## config.mk

```make
export PLATFORM = sky130hd
export DESIGN_NAME = cmu_multi
export DESIGN_NICKNAME = d
export VERILOG_FILES = /design/src/rtl/cmu_multi.sv
export SDC_FILE = /design/constraint.sdc
export NUM_CORES = 1
export LEC_CHECK = 0
export ABC_AREA = 0
export CORE_MARGIN = 4
export CORE_UTILIZATION = 28
export DETAILED_ROUTE_END_ITERATION = 8
export PLACE_DENSITY = 0.52
export SLEW_MARGIN = 20
export SYNTH_ARGS = -nofsm -noshare
export SYNTH_HDL_FRONTEND = slang
export SYNTH_SLANG_ARGS = --single-unit
```

## constraint.sdc

```tcl
create_clock -name clk_in -period 4.29 [get_ports clk_in]
set_clock_uncertainty 0.05 [all_clocks]
set_input_delay 1.287 -clock clk_in [delete_from_list [all_inputs] [get_ports clk_in]]
set_output_delay 1.287 -clock clk_in [all_outputs]
set_load 0.02 [all_outputs]
```

## src/rtl/cmu_multi.sv

```systemverilog
// Multi-channel clock management unit: per-channel RUN/DRAIN/STOPPED/WAKE gating FSM
// with glitch-free latch-based clock gates. Define CMU_STATS_EN to add per-channel stopped-cycle counters.
module cmu_multi #(
    parameter int NCH      = 4,
    parameter int STOP_DLY = 2,
    parameter int WAKE_DLY = 1
) (
    input  logic                clk_in,
    input  logic                rst_n,
    input  logic [NCH-1:0]      stop,
    input  logic [NCH-1:0]      resume_n,
    input  logic                force_run,
    output logic [NCH-1:0]      clk_out,
    output logic [NCH-1:0]      stopped,
    output logic [NCH-1:0]      busy
`ifdef CMU_STATS_EN
    ,
    output logic [16*NCH-1:0]   stop_cnt
`endif
);

    typedef enum logic [1:0] {
        ST_RUN     = 2'd0,
        ST_DRAIN   = 2'd1,
        ST_STOPPED = 2'd2,
        ST_WAKE    = 2'd3
    } state_e;

    localparam logic [3:0] STOP_LOAD = (STOP_DLY > 0) ? 4'(STOP_DLY - 1) : 4'd0;
    localparam logic [3:0] WAKE_LOAD = (WAKE_DLY > 0) ? 4'(WAKE_DLY - 1) : 4'd0;

    for (genvar ch = 0; ch < NCH; ch++) begin : g_ch
        state_e     state_q, state_d;
        logic [3:0] cnt_q, cnt_d;
        logic       stopped_q, stopped_d;
        logic       busy_q, busy_d;
        logic       en;
        logic       en_lat;

        always_comb begin
            state_d   = state_q;
            cnt_d     = cnt_q;
            stopped_d = (state_q == ST_STOPPED);
            busy_d    = (state_q == ST_DRAIN) || (state_q == ST_WAKE);
            if (force_run) begin
                state_d = ST_RUN;
                cnt_d   = '0;
            end else begin
                case (state_q)
                    ST_RUN: begin
                        if (stop[ch] && resume_n[ch]) begin
                            if (STOP_DLY == 0) begin
                                state_d = ST_STOPPED;
                            end else begin
                                state_d = ST_DRAIN;
                                cnt_d   = STOP_LOAD;
                            end
                        end
                    end
                    ST_DRAIN: begin
                        if (!stop[ch] || !resume_n[ch]) begin
                            state_d = ST_RUN;
                            cnt_d   = '0;
                        end else if (cnt_q == 4'd0) begin
                            state_d = ST_STOPPED;
                        end else begin
                            cnt_d = cnt_q - 4'd1;
                        end
                    end
                    ST_STOPPED: begin
                        if (!resume_n[ch] || !stop[ch]) begin
                            state_d = ST_WAKE;
                            cnt_d   = WAKE_LOAD;
                        end
                    end
                    ST_WAKE: begin
                        if (cnt_q == 4'd0) begin
                            state_d = ST_RUN;
                        end else begin
                            cnt_d = cnt_q - 4'd1;
                        end
                    end
                    default: begin
                        state_d = ST_RUN;
                        cnt_d   = '0;
                    end
                endcase
            end
        end

        // NOTE: sequential state uses non-blocking assignments so every flop samples pre-edge values.
        always_ff @(posedge clk_in) begin
            if (!rst_n) begin
                state_q   <= ST_RUN;
                cnt_q     <= '0;
                stopped_q <= 1'b0;
                busy_q    <= 1'b0;
            end else begin
                state_q   <= state_d;
                cnt_q     <= cnt_d;
                stopped_q <= stopped_d;
                busy_q    <= busy_d;
            end
        end

        // Gate is closed if the channel is STOPPED on either side of the coming edge, so the
        // edge entering STOPPED delivers no pulse and the edge leaving it delivers none either.
        assign en = (state_q != ST_STOPPED) && (!rst_n || (state_d != ST_STOPPED));

        // NOTE: intentional level-sensitive latch, transparent while clk_in is low; it holds en
        // stable through the high phase so the AND gate can neither glitch nor truncate a pulse.
        always_latch begin
            if (!clk_in) en_lat = en;
        end

        assign clk_out[ch] = clk_in & en_lat;
        assign stopped[ch] = stopped_q;
        assign busy[ch]    = busy_q;

`ifdef CMU_STATS_EN
        logic [15:0] scnt_q, scnt_d;

        always_comb begin
            scnt_d = scnt_q;
            if ((state_q == ST_STOPPED) && (scnt_q != 16'hFFFF)) scnt_d = scnt_q + 16'd1;
        end

        always_ff @(posedge clk_in) begin
            if (!rst_n) scnt_q <= '0;
            else        scnt_q <= scnt_d;
        end

        assign stop_cnt[16*ch +: 16] = scnt_q;
`endif
    end

endmodule

```

==> run_results.csv <==
group,metric,value,unit
timing,rsz0062_at_grt,"yes",
worst_hold_path,min_to,"g_ch[0].cnt_q[1]",
global_route,grt_use_total,0.111,
power_and_ir_drop,p_sw,277,uW
job,max_cap_violations,0,
synthesis,synth_area,0.00174,mm^2
timing,hold_slack,0.435,ns
synthesis,syn_nets,211,
global_route,grt_max_degree,16,
worst_hold_path,hp-class,"reg -> reg",
worst_setup_path,critical_path_class,"latch -> out",
power_and_ir_drop,seq_power_share,0.340,
power_and_ir_drop,power_density,427,mW/mm^2
worst_setup_path,crit_chain,"and2_4, buf_6",
finish,nNetsFinal,249,
worst_setup_path,path_buf_inv,1,
synthesis,synth_flop_cell,"dfxtp_1",
power_and_ir_drop,p_leak,0.864,nW
run_status,failed_checks,"negative setup slack",
worst_setup_path,reg2reg_from,"g_ch[3].cnt_q[0]",
worst_setup_path,critPathArrivalTime,3.18,ns
die,die_x,86.8,um
power_and_ir_drop,combinationalPowerShare,0.068,
timing,tightest_slew,0.485,ns
finish,mostFrequentLayoutCells,"dfxtp_1, clkdlybuf4s50_1, buf_4, nand2_1",
power_and_ir_drop,power.total,972,uW
timing,setup_viol,8,
die,start_util,0.290,
timing,slew_viol_final,0,
timing,finalHoldViolCount,0,
detailed_routing,remaining_drc_errors,0,
detailed_routing,wire_per_inst,12.1,um
finish,final_common_cell,"dfxtp_1",
run_status,outcome,"finished with violations",
detailed_routing,ant_nets,0,
place,hpwl,2620,um
detailed_routing,post_drt_via_cell_ratio,4.84,
worst_setup_path,worst_r2r_path_depth,4,
clock_tree,tritoncts,"yes",
power_and_ir_drop,switching_share,0.285,
clock_tree,clk_latency,0.39,ns
synthesis,synth_enable_flop_cells,0,
worst_setup_path,slowest_delay,0.40,ns
worst_setup_path,cpLargestDelayFamily,"latches",
timing,final.setup.worst_slack,-0.232,ns
synthesis,ys_ff_latch,36,
detailed_routing,vias,1504,
finish,area_growth,30.9,%
finish,antennaDiodeCount,0,
place,place_inst,298,
worst_setup_path,slowest_stage,"dlxtn_2",
worst_setup_path,cp-start-kind,"latch",
detailed_routing,dr.pass1.iters,4,
timing,maxSlewHeadroom,0.674,
die,fp.coreArea,0.00599,mm^2
global_route,grt_pass1_vias,1474,
detailed_routing,drt_iter0_markers,52,
power_and_ir_drop,p_int,695,uW
global_route,antenna_found_initial,0,
global_route,grt_overflow,0,
power_and_ir_drop,irDropWorstVdd,0.000267,V
global_route,grt_pass1_wl,6410,um
worst_setup_path,critPathRequiredTime,2.95,ns
worst_setup_path,r2r-end,"g_ch[3].en_lat",
die,die_h,86.8,um
place,globalplace.congestion,0.777,
clock_tree,clkTransAtPathRegs,0.08,ns
synthesis,synthCells,196,
worst_setup_path,r2r_slack,0.85,ns
synthesis,syn_avg_cell_area,8.87,um^2
detailed_routing,routed_wl,3770,um
synthesis,ys_types,50,
place,port_buffers,22,
finish,drive_above_1_share,0.195,
synthesis,async_flop_share,0,
worst_hold_path,holdPathStages,2,
die,dieArea,0.00754,mm^2
die,io_pins,23,
worst_setup_path,worstPathMaxFanout,1,
worst_setup_path,worst_setup_path_end_kind,"output pin",
worst_hold_path,worstHoldStart,"g_ch[0].cnt_q[1]",
die,rows,28,
power_and_ir_drop,clkPwrFrac,0.592,
finish,final_cells,311,
synthesis,ys_warn_count,0,
cells in the mapped netlist, drive strengths merged, types with 2 or more instances:
library cell / n / area [um^2]
nand2b: 3 / 18.8
and2: 10 / 62.6
a31oi: 3 / 18.8
nor2: 10 / 37.5
o21ai: 8 / 40.0
a21boi: 2 / 15.0
and3b: 2 / 17.5
nand4b: 2 / 17.5
ha: 4 / 50.1
clkbuf: 2 / 7.51
o21bai: 3 / 22.5
nor3b: 4 / 35.0
mux2i: 3 / 30.0
dfxtp: 32 / 641
dlxtn: 4 / 60.1
a41oi: 3 / 26.3
xnor2: 4 / 35.0
nor4: 3 / 40.0
buf: 11 / 73.8
o22ai: 2 / 12.5
nor2b: 4 / 25.0
nand2: 14 / 52.6
a21oi: 11 / 55.1
nand3: 5 / 25.0
nand3b: 4 / 30.0
o32ai: 5 / 43.8
inv: 11 / 41.3
and3: 3 / 18.8
nor3: 7 / 35.0
a21o: 3 / 23.8
logic make-up (layout without fill, tap and decap cells):
kind of cell / after synthesis / in the layout / share of synthesized area
AOI/OAI and AO/OA: 48 / 48 / 0.193
xor gates and xnor gates: 5 / 5 / 0.0252
adders and majority gates: 4 / 4 / 0.0288
buffers and inverters: 24 / 64 / 0.0705
DFF: 32 / 32 / 0.368
latches: 4 / 4 / 0.0345
muxes: 3 / 3 / 0.0173
and+or+nand+nor: 76 / 76 / 0.263
registers in the layout, summed over array words and instances, names as in the netlist:
register	flops
g_ch.cnt_q	16
g_ch.state_q	8
g_ch.busy_q	4
g_ch.en_lat	4
g_ch.stopped_q	4
power groups by stage:
stage          logic [mW]  registers [mW]  clock network (mW)
2_1_floorplan      0.0349           0.336              0.0793
5_1_grt            0.0728           0.331               0.625
6_report           0.0661           0.330               0.576
4_1_cts            0.0661           0.330               0.602
3_5_place_dp       0.0658           0.338               0.149
3_3_place_gp       0.0661           0.338               0.149
cell type report:
class	count	area, um^2
multi-input combinational	136	926
clock buffer	16	190
clock inverter	1	7.51
timing repair buffer	36	315
fill	602	3710
sequential	36	703
tap	75	93.8
inverter	11	41.3
worst max path at each step:
stage	from	end	cells past startpoint
2_1_floorplan	force_run	g_ch[3].en_lat	4
6_report	g_ch[1].en_lat	clk_out[1]	2
3_5_place_dp	g_ch[2].en_lat	clk_out[2]	2
4_1_cts	g_ch[2].en_lat	clk_out[2]	2
5_1_grt	g_ch[1].en_lat	clk_out[1]	2
3_3_place_gp	g_ch[1].en_lat	clk_out[1]	2
worst register-to-register path, delay by kind of cell (launching register included):
family / cells / cell delay, ns
AO/OA/AOI/OAI: 1 / 0.43
flip-flops: 1 / 0.36
AND/OR/NAND/NOR: 1 / 0.21
adder cells (fa/ha/maj): 1 / 0.20
buffers and inverters: 1 / 0.07
per-layer routing:
layer / up-vias / track usage / part of all wire
met2: 32 / 0.144 / 0.40
met3: 11 / 0.0551 / 0.069
met5: - / 0 / 0
li1: 777 / - / -
met4: 0 / 0.0779 / 0.022
met1: 684 / 0.141 / 0.51
per-stage QoR:
stage	area, um^2	setup slack, ns	setup TNS (ns)	util
finish	2280	-0.232	-0.910	0.380
global route	2280	-0.272	-1.07	0.380
CTS	2270	-0.254	-0.976	0.380
detailed placement	2110	-0.335	-1.22	0.352
global placement	2110	-0.335	-1.24	0.352
floorplan	1740	0.0357	0	-
timing repair:
item,CTS,global route
gates resized for setup,28,2
endpoints found under the setup margin,8,8
setup buffers,0,0
hold buffers,0,0
pin swaps,3,0
Note: power is estimated with default switching activity, not from simulation.
